**src/rtl/pipe_flow_ctrl_pkg.sv**
```systemverilog
// pipe_flow_ctrl_pkg: shared encodings, latencies and hazard helper for the P7 flow controller
package pipe_flow_ctrl_pkg;
  localparam int T_W = 2;
  localparam logic [T_W-1:0] T_UNUSED = 2'd3;
  localparam logic [31:0] HANDLER_PC = 32'h0000_4180;
  localparam logic [31:0] RESET_PC = 32'h0000_3000;
  localparam int MULT_LAT = 5;
  localparam int DIV_LAT = 10;
  localparam int CNT_W = 4;
  typedef enum logic [1:0] {
    NPC_NORMAL  = 2'b00,
    NPC_HANDLER = 2'b01,
    NPC_EPC     = 2'b10
  } npc_sel_e;
  typedef enum logic {
    RUN,
    EXC_HOLD
  } state_e;
  // A source stalls when a younger-than-needed result is still in flight in E or M.
  function automatic logic hz_src(
    input logic [4:0]     d,
    input logic [T_W-1:0] tuse,
    input logic [4:0]     e_a3,
    input logic [T_W-1:0] e_tnew,
    input logic [4:0]     m_a3,
    input logic [T_W-1:0] m_tnew
  );
    return (d != 5'd0) & (((d == e_a3) & (e_tnew > tuse)) | ((d == m_a3) & (m_tnew > tuse)));
  endfunction
endpackage

```
**src/rtl/pipe_flow_ctrl_md_busy_cnt.sv**
```systemverilog
// md_busy_cnt: multiply/divide occupancy counter with busy decode
module md_busy_cnt
  import pipe_flow_ctrl_pkg::*;
#(
  parameter int P_MULT_LAT = MULT_LAT,
  parameter int P_DIV_LAT  = DIV_LAT,
  parameter int P_CNT_W    = CNT_W
) (
  input  logic clk,
  input  logic reset,
  input  logic i_start,
  input  logic i_op,
  input  logic i_req,
  output logic o_busy
);
  logic [P_CNT_W-1:0] r_cnt;
  always_ff @(posedge clk) begin
    if (reset) r_cnt <= '0;
    else if (i_start & ~i_req & (r_cnt == '0)) r_cnt <= i_op ? P_CNT_W'(P_DIV_LAT) : P_CNT_W'(P_MULT_LAT);
    else if (r_cnt != '0) r_cnt <= r_cnt - P_CNT_W'(1);
  end
  assign o_busy = (r_cnt != '0);
  // A second start while occupied is dropped by the counter; flag it as a protocol error.
  assert property (@(posedge clk) disable iff (reset) !(i_start && o_busy))
    else $error("md_busy_cnt: start issued while MDU busy");
endmodule

```
**src/rtl/pipe_flow_ctrl.sv**
```systemverilog
// pipe_flow_ctrl: stall/bubble, exception entry and eret redirect control for the P7 pipeline
module pipe_flow_ctrl
  import pipe_flow_ctrl_pkg::*;
#(
  parameter logic [31:0] P_HANDLER_PC = HANDLER_PC,
  parameter int          P_MULT_LAT   = MULT_LAT,
  parameter int          P_DIV_LAT    = DIV_LAT,
  parameter int          P_CNT_W      = CNT_W
) (
  input  logic           clk,
  input  logic           reset,
  input  logic [4:0]     i_d_rs,
  input  logic [4:0]     i_d_rt,
  input  logic [T_W-1:0] i_d_tuse_rs,
  input  logic [T_W-1:0] i_d_tuse_rt,
  input  logic           i_d_is_md,
  input  logic [4:0]     i_e_a3,
  input  logic [T_W-1:0] i_e_tnew,
  input  logic [4:0]     i_m_a3,
  input  logic [T_W-1:0] i_m_tnew,
  input  logic           i_e_md_start,
  input  logic           i_e_md_op,
  input  logic           i_m_exc,
  input  logic           i_m_eret,
  input  logic [31:0]    i_epc,
  output logic           o_stall,
  output logic           o_req,
  output logic           o_eret_flush,
  output logic [1:0]     o_npc_sel,
  output logic [31:0]    o_redirect_pc,
  output logic           o_md_busy
);
  state_e r_state, w_next;
  logic   w_req, w_eret, w_busy, w_hz;
  always_ff @(posedge clk) r_state <= reset ? RUN : w_next;
  md_busy_cnt #(
    .P_MULT_LAT(P_MULT_LAT),
    .P_DIV_LAT (P_DIV_LAT),
    .P_CNT_W   (P_CNT_W)
  ) u_md (
    .clk    (clk),
    .reset  (reset),
    .i_start(i_e_md_start),
    .i_op   (i_e_md_op),
    .i_req  (w_req),
    .o_busy (w_busy)
  );
  // The M stage holds a flushed bubble in EXC_HOLD, so exc/eret seen there are stale.
  always_comb begin
    w_req  = ~reset & (r_state == RUN) & i_m_exc;
    w_eret = ~reset & (r_state == RUN) & i_m_eret & ~w_req;
    w_next = w_req ? EXC_HOLD : RUN;
    w_hz   = hz_src(i_d_rs, i_d_tuse_rs, i_e_a3, i_e_tnew, i_m_a3, i_m_tnew)
           | hz_src(i_d_rt, i_d_tuse_rt, i_e_a3, i_e_tnew, i_m_a3, i_m_tnew)
           | (i_d_is_md & (w_busy | i_e_md_start));
    o_req         = w_req;
    o_eret_flush  = w_eret;
    o_stall       = ~reset & w_hz & ~w_req & ~w_eret;
    o_npc_sel     = w_req ? NPC_HANDLER : w_eret ? NPC_EPC : NPC_NORMAL;
    o_redirect_pc = w_req ? P_HANDLER_PC : w_eret ? i_epc : 32'd0;
    o_md_busy     = ~reset & w_busy;
  end
endmodule

```
**config.mk**
```make
export PLATFORM = sky130hd
export DESIGN_NAME = pipe_flow_ctrl
export DESIGN_NICKNAME = d
export VERILOG_FILES = /design/src/rtl/pipe_flow_ctrl_pkg.sv /design/src/rtl/pipe_flow_ctrl_md_busy_cnt.sv /design/src/rtl/pipe_flow_ctrl.sv
export SDC_FILE = /design/constraint.sdc
export NUM_CORES = 1
export LEC_CHECK = 0
export CORE_ASPECT_RATIO = 1.1
export CORE_MARGIN = 3
export CORE_UTILIZATION = 31
export DETAILED_ROUTE_END_ITERATION = 8
export HOLD_SLACK_MARGIN = 0.02
export PLACE_DENSITY = 0.95
export SLEW_MARGIN = 15
export SYNTH_ARGS = -nofsm -noshare
export SYNTH_HDL_FRONTEND = slang
export SYNTH_SLANG_ARGS = --single-unit
```
**constraint.sdc**
```tcl
create_clock -name clk -period 2 [get_ports clk]
set_input_delay 0.3 -clock clk [delete_from_list [all_inputs] [get_ports clk]]
set_output_delay 0.3 -clock clk [all_outputs]
set_load 0.01 [all_outputs]
```
[After elaboration in Yosys (flattened, before gate mapping)]
Cells that the tools add are included.
Word-level totals
  latch bits: 0
  bits in writable memories: 0
  ROM bits: 0
  input port bits: 67
  output and inout port bits: 38
  memories: 0
  flip-flop bits (word level): 5
Cells by class
  $lt $le $gt $ge: 4
  divide/modulo/power cells: 0
  shift operators: 0
  mux-type cells: 8
  multipliers: 0
  reduce and logical (&&, ||, !) cells: 5
  $add $sub $neg: 1
  equality and inequality tests: 4
  bitwise logic cells: 26
Operators with widths (number)
  32-bit 2-to-1 mux: 2
  5-bit equality test: 4
  1-bit AND: 17
  4-bit 2-to-1 mux: 3
  5-bit nonzero test: 2
  2-bit greater-than comparator: 4
  1-bit bitwise OR: 5
  4-bit zero test: 1
  2-bit 2-to-1 mux: 2
  1-bit inverter: 4
  4-bit nonzero test: 1
  4-bit by 1-bit subtractor with 4-bit output (second input constant): 1
  2-bit nonzero test: 1
  1-bit 2-to-1 mux: 1

[Logic depth before layout (Yosys ltp)]
Gate-level depths: netlist of the first run.
  depth after elaboration: 9
  mapped depth: 7
  depth with buffers taken out: 7

[Modules after synthesis]
Synthesis of the first run repeated with hierarchy kept, for this count alone.
Second synthesis, totals
  cells, all modules: 132
  area, all modules: 1022.2 µm²
Modules (own cells, without submodules)
  pipe_flow_ctrl: area an instance 777.0 µm², instances 1, sequential area each 20.0 µm², cells each 106
  md_busy_cnt: area an instance 245.2 µm², instances 1, sequential area each 80.1 µm², cells each 26

[Least setup slack after synthesis of the first run]
Ideal clock, no wire load.
  path type: in2out
  start point: input i_d_tuse_rt[1]
  end point: output o_stall
  setup slack: 0.388 ns
  stages: 7
  buffers on the path: 0
  arrival time: 1.312 ns
  required time: 1.700 ns
  path through: inv_1 -> ha_1 -> nand2_1 -> nand4_1 -> nor4_1 -> o221ai_1 -> nand3_1
On the way
  longest elaborated chain between the ends: 9
RTL lines
  start, declared: RTL line pipe_flow_ctrl.sv:15  | input logic [T_W-1:0] i_d_tuse_rt,
  2-bit greater-than comparator: RTL line pipe_flow_ctrl_pkg.sv:28  | return (d != 5'd0) & (((d == e_a3) & (e_tnew > tuse)) | ((d == m_a3) & (m_tnew > tuse)));
  1-bit AND: RTL line pipe_flow_ctrl_pkg.sv:28
  1-bit bitwise OR *: RTL line pipe_flow_ctrl_pkg.sv:28
  1-bit AND *: RTL line pipe_flow_ctrl_pkg.sv:28
  1-bit bitwise OR *: RTL line pipe_flow_ctrl.sv:54  | | hz_src(i_d_rt, i_d_tuse_rt, i_e_a3, i_e_tnew, i_m_a3, i_m_tnew)
  1-bit bitwise OR *: RTL line pipe_flow_ctrl.sv:55  | | (i_d_is_md & (w_busy | i_e_md_start));
  1-bit AND * (3 in series): RTL line pipe_flow_ctrl.sv:58  | o_stall = ~reset & w_hz & ~w_req & ~w_eret;
  end, declared: RTL line pipe_flow_ctrl.sv:26  | output logic o_stall,
Every way passes the cells marked *; elsewhere a longest branch is shown, timed or not.

[Final worst setup path of the first run]
  start point: input i_d_rt[0]
  end point: output o_stall
On the way
  longest elaborated chain between the ends: 9
RTL lines
  start, declared: RTL line pipe_flow_ctrl.sv:13  | input logic [4:0] i_d_rt,
  5-bit equality test: RTL line pipe_flow_ctrl_pkg.sv:28
  1-bit AND: RTL line pipe_flow_ctrl_pkg.sv:28
  1-bit bitwise OR: RTL line pipe_flow_ctrl_pkg.sv:28
  1-bit AND *: RTL line pipe_flow_ctrl_pkg.sv:28
  1-bit bitwise OR *: RTL line pipe_flow_ctrl.sv:54
  1-bit bitwise OR *: RTL line pipe_flow_ctrl.sv:55
  1-bit AND * (3 in series): RTL line pipe_flow_ctrl.sv:58
Marks and branches as above.

==> PnR_summary.wiki, run 1 <==
{| class="wikitable"
! Metric !! Value
|-
| Master cell of the clock root buffer || sky130_fd_sc_hd__clkbuf_4
|-
| Detailed-router iteration count before antenna repair || 4
|-
| Status || complete, but fails checks
|-
| Number of distinct library cells after synthesis || 31
|-
| CTS tree || done
|-
| Leakage Power || 1.24 nW
|-
| Die boundary height || about 65 um
|-
| Class of the most critical hold timing path || flip-flop to flip-flop
|-
| Drt first-iter violations || 33
|-
| Vias in the first global route || about 1500
|-
| Most common cell in the netlist || sky130_fd_sc_hd__and2_1
|-
| Worst max-slew margin expressed relative to the limit || 0.818
|-
| Post-layout worst setup margin || -0.00489 ns
|-
| Pin count of the biggest net entering global routing || 17
|-
| Insertion delay to the later sink of the worst-skew pair || around 0.25 ns
|-
| Area share of xor/xnor cells in the synthesized design || 0.186
|-
| Buffers on Ports || 104
|-
| Pre-CTS worst setup slack || -0.680 ns
|-
| DRC violation count after routing || 0
|-
| Total Power Consumption || slightly above 0.0009 W
|-
| Ys flop type || sky130_fd_sc_hd__dfxtp_1
|-
| Synthesized-area fraction occupied by ao, oa, aoi and oai cells || 0.142
|-
| Worst clock skew || around 0.0043 ns
|-
| Total power divided by cell area || 378 nW/um^2
|-
| Layout area overhead || 143%
|-
| Weighted congestion at the end of routability-driven global placement || 0.838
|-
| Average instance area after synthesis || approximately 7.4 sq um
|-
| Area fraction of the dominant cell type after synthesis || 0.183
|-
| Post-Synthesis Cells || between 100 and 150
|-
| Post-synthesis sequential element count || 5
|-
| Post-DP HPWL || 3360 um
|-
| Setup TNS || -0.00489 ns
|-
| Share of cell area taken by muxes after synthesis || 0
|-
| Number of antenna violations at the first check in global routing || 0
|-
| Number of rows created at floorplan || 20
|-
| # Max-Cap Violations || 0
|-
| Synth Warn # || 0
|-
| Total nets after synthesis || between 200 and 250
|-
| Worst IR Drop VDD || 0.457 mV
|-
| Layout cells sized above 1 || 0.197
|-
| Leading area contributor after synthesis || sky130_fd_sc_hd__and2_1
|-
| Wire length per cell after detailed routing || 15.4 um
|-
| Setup repair after global routing missed its margin || true
|-
| Die Area || 3910 sq um
|-
| Worst slew pin tran || 0.272 ns
|-
| Largest cells by area after synthesis || sky130_fd_sc_hd__and2_1 18%, sky130_fd_sc_hd__xnor2_1 15%, sky130_fd_sc_hd__ha_1 13%
|-
| Maximum operating frequency || around 0.50 GHz
|-
| Final hold violation count || 0
|-
| Failing checks || negative setup slack
|-
| Die X || between 50 and 60 um
|-
| Worst Path Max Fanout || 2
|-
| Fin nets || 337
|-
| Clock-pin slew reported for the worst setup and hold paths after clock tree synthesis || 0.05 ns
|-
| Area of all placed cells without fillers || 2410 sq um
|-
| Main combinational cell family by area after synthesis || simple AND/OR/NAND/NOR gates
|-
| Diodes inserted || 0
|-
| Final Cycle Share || 1.00
|-
| Count of flip-flops with a built-in enable after synthesis || 0
|-
| Worst Setup Start Kind || primary input
|-
| Slew Limit Fails || 0
|-
| Number of vias per cell || ~4.8
|-
| Antenna Nets Post-Route || 0
|-
| Maximum count of clock buffers along a single path || 2
|-
| Final global-route overflow total || 0
|-
| Cell area after technology mapping || 990 sq um
|-
| Share of synthesized registers carrying an async set or reset || 0
|-
| Synthesized-area fraction occupied by adder cells || 0.126
|-
| Routed via count || 1402
|-
| Number of H-tree levels || 1
|-
| Core outline area || 2900 sq um
|-
| Routed wire length || 4500 um
|-
| CP Class || primary input to primary output
|-
| Setup Viol. Count Final || 1
|-
| Simple-gate share of the synthesized area || 0.362
|-
| Worst EP arrival || 1.70 ns
|-
| Wire length of the first global-routing pass || ~6600 um
|-
| Initial standard-cell utilization of the core || 0.341
|-
| Sequential-to-total area share from yosys stat || 0.101
|-
| Critical path data required time || 1.70 ns
|-
| Min cycle time layout || 2.00 ns
|-
| Ports placed on the boundary || about 110
|-
| CTS Sinks || 5
|-
| Placed cell area || 2200 sq um
|-
| CP Capture Type || primary output
|-
| Most common library cells after synthesis || 29 x sky130_fd_sc_hd__and2_1, 17 x sky130_fd_sc_hd__xnor2_1, 11 x sky130_fd_sc_hd__inv_1
|-
| Clock buffers created by TritonCTS || 3
|-
| Combined global-route utilization of all metal layers || 0.216
|}
-- final cells by class --
type                            instances  area, sq um
Multi-Input combinational cell        111          893
Fill cell                             181          497
Timing Repair Buffer                  128         1300
Inverter                               11         41.3
Clock buffer                            3         22.5
Sequential cell                         5          100
Tap cell                               33         41.3
Clock inverter                          1         5.00
-- final timing paths --
kind | from | end | slack (ns) | depth (start not counted)
setup / recovery | i_d_rt[0] | o_stall | -0.005 | 7
hold / removal | u_md.r_cnt[3]$_SDFFE_PP0P_ | u_md.r_cnt[3]$_SDFFE_PP0P_ | 0.58 | 2
setup reg to reg | u_md.r_cnt[0]$_SDFFE_PP0P_ | u_md.r_cnt[0]$_SDFFE_PP0P_ | 0.49 | 7
hold reg to reg | u_md.r_cnt[3]$_SDFFE_PP0P_ | u_md.r_cnt[3]$_SDFFE_PP0P_ | 0.58 | 2
-- registers in the layout, indices dropped and copies added (netlist names) --
register    count
r_state         1
u_md.r_cnt      4
-- through the flow --
stage / util / std cells / hold slack (ns)
6_report: 0.829 / 292 / 0.577
5_1_grt: 0.829 / 292 / 0.598
4_1_cts: 0.783 / 292 / 0.561
3_5_place_dp: 0.759 / 284 / 0.550
3_3_place_gp: 0.759 / 284 / 0.539
2_1_floorplan: - / 133 / 0.435
-- critical path, stage by stage --
cell                              delay, ns
sky130_fd_sc_hd__clkdlybuf4s50_1       0.50
sky130_fd_sc_hd__xnor2_1               0.13
sky130_fd_sc_hd__nand4_1               0.09
sky130_fd_sc_hd__nor4_1                0.30
sky130_fd_sc_hd__o221ai_1              0.15
sky130_fd_sc_hd__nand3_1               0.10
sky130_fd_sc_hd__buf_2                 0.14
-- repair_timing --
item / CTS / global route
setup endpoints to repair: 38 / 11
resized for setup: 60 / 39
hold buffers: 0 / 0
pin swaps: 4 / 12
setup buffers: 2 / 0
cloned: 2 / 0
-- where the power goes --
part / leakage, nW / switching [W] / total (W) / internal, W
Sequential: 0.0417 / 0.0000228 / 0.000158 / 0.000135
Clock: 0.0177 / 0.0000507 / 0.000124 / 0.0000728
Combinational: 1.18 / 0.000277 / 0.000629 / 0.000352
-- cell usage in the layout, fill, tap and decap left out, drive strengths merged --
cell | synthesis | layout
clkdlybuf4s50 | 0 | 46
and2 | 29 | 29
buf | 6 | 24
dlymetal6s2s | 0 | 23
clkdlybuf4s15 | 0 | 20
xnor2 | 17 | 17
dlygate4sd2 | 0 | 14
inv | 11 | 11
ha | 10 | 10
a21oi | 9 | 9
nor2 | 6 | 6
nand2 | 6 | 6
nor3 | 5 | 5
dfxtp | 5 | 5
xor2 | 4 | 4
nand4 | 3 | 3
o211ai | 3 | 3
clkbuf | 0 | 3
a211oi | 3 | 3
nand3 | 2 | 2
a31oi | 2 | 2
or4 | 2 | 2
nor2b | 2 | 2
nor4 | 2 | 2
nor4b | 1 | 1
o2111ai | 1 | 1
o22ai | 1 | 1
o221ai | 1 | 1
or3 | 1 | 1
a311oi | 1 | 1
clkinv | 0 | 1
bufbuf | 0 | 1
-- kinds of logic after synthesis --
kind of cell	count (synthesis)
AO/OA/AOI/OAI	21
XOR/XNOR	21
adder cells (fa/ha/maj)	10
buffers and inverters	17
flip-flops	5
AND/OR/NAND/NOR	59
-- per-layer routing --
| metal | GRT usage | vias up | wire length (um) |
|---|---|---|---|
| li1 | - | 705 | - |
| met1 | 0.218 | 613 | 1540 |
| met2 | 0.422 | 76 | 2520 |
| met3 | 0.0589 | 8 | 380 |
| met4 | 0.0471 | 0 | 65 |
| met5 | 0 | - | 0 |
(Power assumes the default switching activity.)
==> inputs of run 2 (changes only) <==
--- a/config.mk
+++ b/config.mk
@@ -10,7 +10,7 @@
 export CORE_UTILIZATION = 31
 export DETAILED_ROUTE_END_ITERATION = 8
 export HOLD_SLACK_MARGIN = 0.02
-export PLACE_DENSITY = 0.95
+export PLACE_DENSITY = 0.91
 export SLEW_MARGIN = 15
 export SYNTH_ARGS = -nofsm -noshare
 export SYNTH_HDL_FRONTEND = slang
==> PnR_summary.wiki, run 2 (synthesis results as in run 1) <==
{| class="wikitable"
! Metric !! Value
|-
| Layout cells sized above 1 || 0.236
|-
| Core outline area || 2900 sq um
|-
| Buffers on Ports || 104
|-
| Master cell of the clock root buffer || sky130_fd_sc_hd__clkbuf_4
|-
| Wire length of the first global-routing pass || slightly above 6000 um
|-
| Pin count of the biggest net entering global routing || 17
|-
| DRC violation count after routing || 0
|-
| Class of the most critical hold timing path || flip-flop to flip-flop
|-
| Worst slew pin tran || 0.311 ns
|-
| CP Capture Type || primary output
|-
| Number of H-tree levels || 1
|-
| Flop2flop setup slack || ~0.55 ns
|-
| Detailed-router iteration count before antenna repair || 4
|-
| Largest reg by FF count || u_md.r_cnt
|-
| Instance count after placement with tap cells included || 283
|-
| Start point of the worst hold path || u_md.r_cnt[3]$_SDFFE_PP0P_
|-
| Wire length per cell after detailed routing || 14.5 um
|-
| Die Area || 3910 sq um
|-
| Antenna Nets Post-Route || 0
|-
| Die X || 59.9 um
|-
| Status || complete, no violations
|-
| Slew Limit Fails || 0
|-
| Final global-route overflow total || 0
|-
| Min cycle time layout || 1.97 ns
|-
| Maximum operating frequency || just over 0.5 GHz
|-
| Die boundary height || 65.3 um
|-
| Most frequent standard cell in the layout excluding fill and tap cells || sky130_fd_sc_hd__clkdlybuf4s50_1
|-
| Final Instance Count excl. Fillers || 291
|-
| Worst clock skew || 0.00314 ns
|-
| Worst IR Drop VDD || ~0.64 mV
|-
| Combined global-route utilization of all metal layers || 0.203
|-
| Fin nets || around 340
|-
| Total Power Consumption || 0.000894 W
|-
| Drt first-iter violations || 25
|-
| Final hold violation count || 0
|-
| Critical path data required time || 1.70 ns
|-
| Clock buffers created by TritonCTS || 3
|-
| Vias in the first global route || approximately 1400
|-
| Leakage Power || 1.22 nW
|-
| Maximum count of clock buffers along a single path || 2
|-
| Placed cell area || 2190 sq um
|-
| Registers with the most flip-flops || u_md.r_cnt (4), r_state (1)
|-
| Cts hold-fix bufs || 0
|-
| Layout area overhead || 145%
|-
| CP Class || primary input to primary output
|-
| Final hold slack || 0.556 ns
|-
| Number of antenna violations at the first check in global routing || 0
|-
| Initial standard-cell utilization of the core || 0.341
|-
| Worst max-slew margin expressed relative to the limit || 0.791
|-
| CTS Sinks || 5
|-
| Area of all placed cells without fillers || 2420 sq um
|-
| Diodes inserted || 0
|-
| Worst Path Max Fanout || 2
|-
| Routed wire length || 4220 um
|-
| Worst EP arrival || 1.67 ns
|-
| Weighted congestion at the end of routability-driven global placement || 0.896
|-
| Reg-to-reg startpoint || u_md.r_cnt[0]$_SDFFE_PP0P_
|-
| Post-DP HPWL || 3340 um
|-
| Worst Setup Start Kind || primary input
|-
| Most frequent cells in the layout || 44 x sky130_fd_sc_hd__clkdlybuf4s50_1, 29 x sky130_fd_sc_hd__and2_1, 23 x sky130_fd_sc_hd__dlymetal6s2s_1, 19 x sky130_fd_sc_hd__buf_4, 15 x sky130_fd_sc_hd__xnor2_1
|-
| Setup Viol. Count Final || 0
|-
| # Max-Cap Violations || 0
|-
| Final Cycle Share || 0.987
|-
| Largest register FFs || 4
|-
| Routed via count || 1381
|-
| Ports placed on the boundary || 105
|-
| Total power divided by cell area || ~370 nW/um^2
|-
| Number of vias per cell || 4.75
|-
| Number of rows created at floorplan || 20
|-
| CTS tree || done
|-
| Clock-pin slew reported for the worst setup and hold paths after clock tree synthesis || 0.05 ns
|-
| First element of the critical path || i_m_tnew[1]
|-
| Insertion delay to the later sink of the worst-skew pair || between 0.2 and 0.3 ns
|}
[run 2: cell count changes in the layout (fill, tap and decap cells not counted), moves of 2 or more]
cell                              change
sky130_fd_sc_hd__clkdlybuf4s15_1      -4
sky130_fd_sc_hd__buf_4                -2
sky130_fd_sc_hd__clkbuf_2             +2
sky130_fd_sc_hd__dlygate4sd2_1        -3
sky130_fd_sc_hd__clkdlybuf4s15_2      +7
sky130_fd_sc_hd__clkdlybuf4s50_1      -2
[run 2: worst paths after layout]
| check | endpoint | cells past startpoint |
|---|---|---|
| setup / recovery | o_stall | 8 |
| hold / removal | u_md.r_cnt[3]$_SDFFE_PP0P_ | 2 |
| hold reg to reg | u_md.r_cnt[3]$_SDFFE_PP0P_ | 2 |
| setup reg to reg | u_md.r_cnt[0]$_SDFFE_PP0P_ | 7 |
[run 2: what timing repair did]
action	CTS	global route
pin swaps	5	19
endpoints found under the setup margin	37	9
buffers inserted	2	0
gates cloned	2	0
gates resized for setup	70	48
hold endpoints to repair	0	0
[run 2: power by group]
part	internal [W]	switching [W]	total, W	leakage, nW
combinational	0.000346	0.000267	0.000613	1.16
clock	0.0000758	0.0000472	0.000123	0.0150
sequential	0.000135	0.0000226	0.000158	0.0417
[run 2: per-layer routing]
layer	global-route usage	routed length, um	up-vias
met3	0.0747	434	4
met5	0	0	-
met1	0.215	1460	599
met2	0.381	2280	74
li1	-	-	704
met4	0.0249	35	0
[run 2: cell type report]
cell class / instances / area, sq um
Fill cell: 166 / 483
Tap cell: 33 / 41.3
Timing Repair Buffer: 127 / 1300
Sequential cell: 5 / 100
Multi-Input combinational cell: 111 / 910
Inverter: 11 / 41.3
Clock buffer: 4 / 26.3
[run 2: stage by stage]
step                      utilization  TNS [ns]  setup WS (ns)
after detailed placement        0.756     -8.98         -0.666
after floorplan                     -         0          0.388
after global routing            0.834   -0.0839        -0.0839
after CTS                       0.781    -0.145         -0.145
final                           0.834         0         0.0252
after global placement          0.756     -9.38         -0.607
[run 2: critical path, cell delays in order]
cell and delay, ns:
sky130_fd_sc_hd__dlymetal6s2s_1 0.19, sky130_fd_sc_hd__ha_4 0.26, sky130_fd_sc_hd__nand2_1 0.06, sky130_fd_sc_hd__nand4_1 0.10, sky130_fd_sc_hd__nor4_2 0.38, sky130_fd_sc_hd__o221ai_2 0.15, sky130_fd_sc_hd__nand3_1 0.10, sky130_fd_sc_hd__buf_2 0.14
==> inputs of run 3 (changes only) <==
--- a/config.mk
+++ b/config.mk
@@ -11,7 +11,8 @@
 export DETAILED_ROUTE_END_ITERATION = 8
 export HOLD_SLACK_MARGIN = 0.02
 export PLACE_DENSITY = 0.91
-export SLEW_MARGIN = 15
+export SKIP_LAST_GASP = 1
+export SLEW_MARGIN = 5
 export SYNTH_ARGS = -nofsm -noshare
 export SYNTH_HDL_FRONTEND = slang
 export SYNTH_SLANG_ARGS = --single-unit
==> results of run 3 <==
The final DEF is identical to that of run 2; final timing and power are the same.
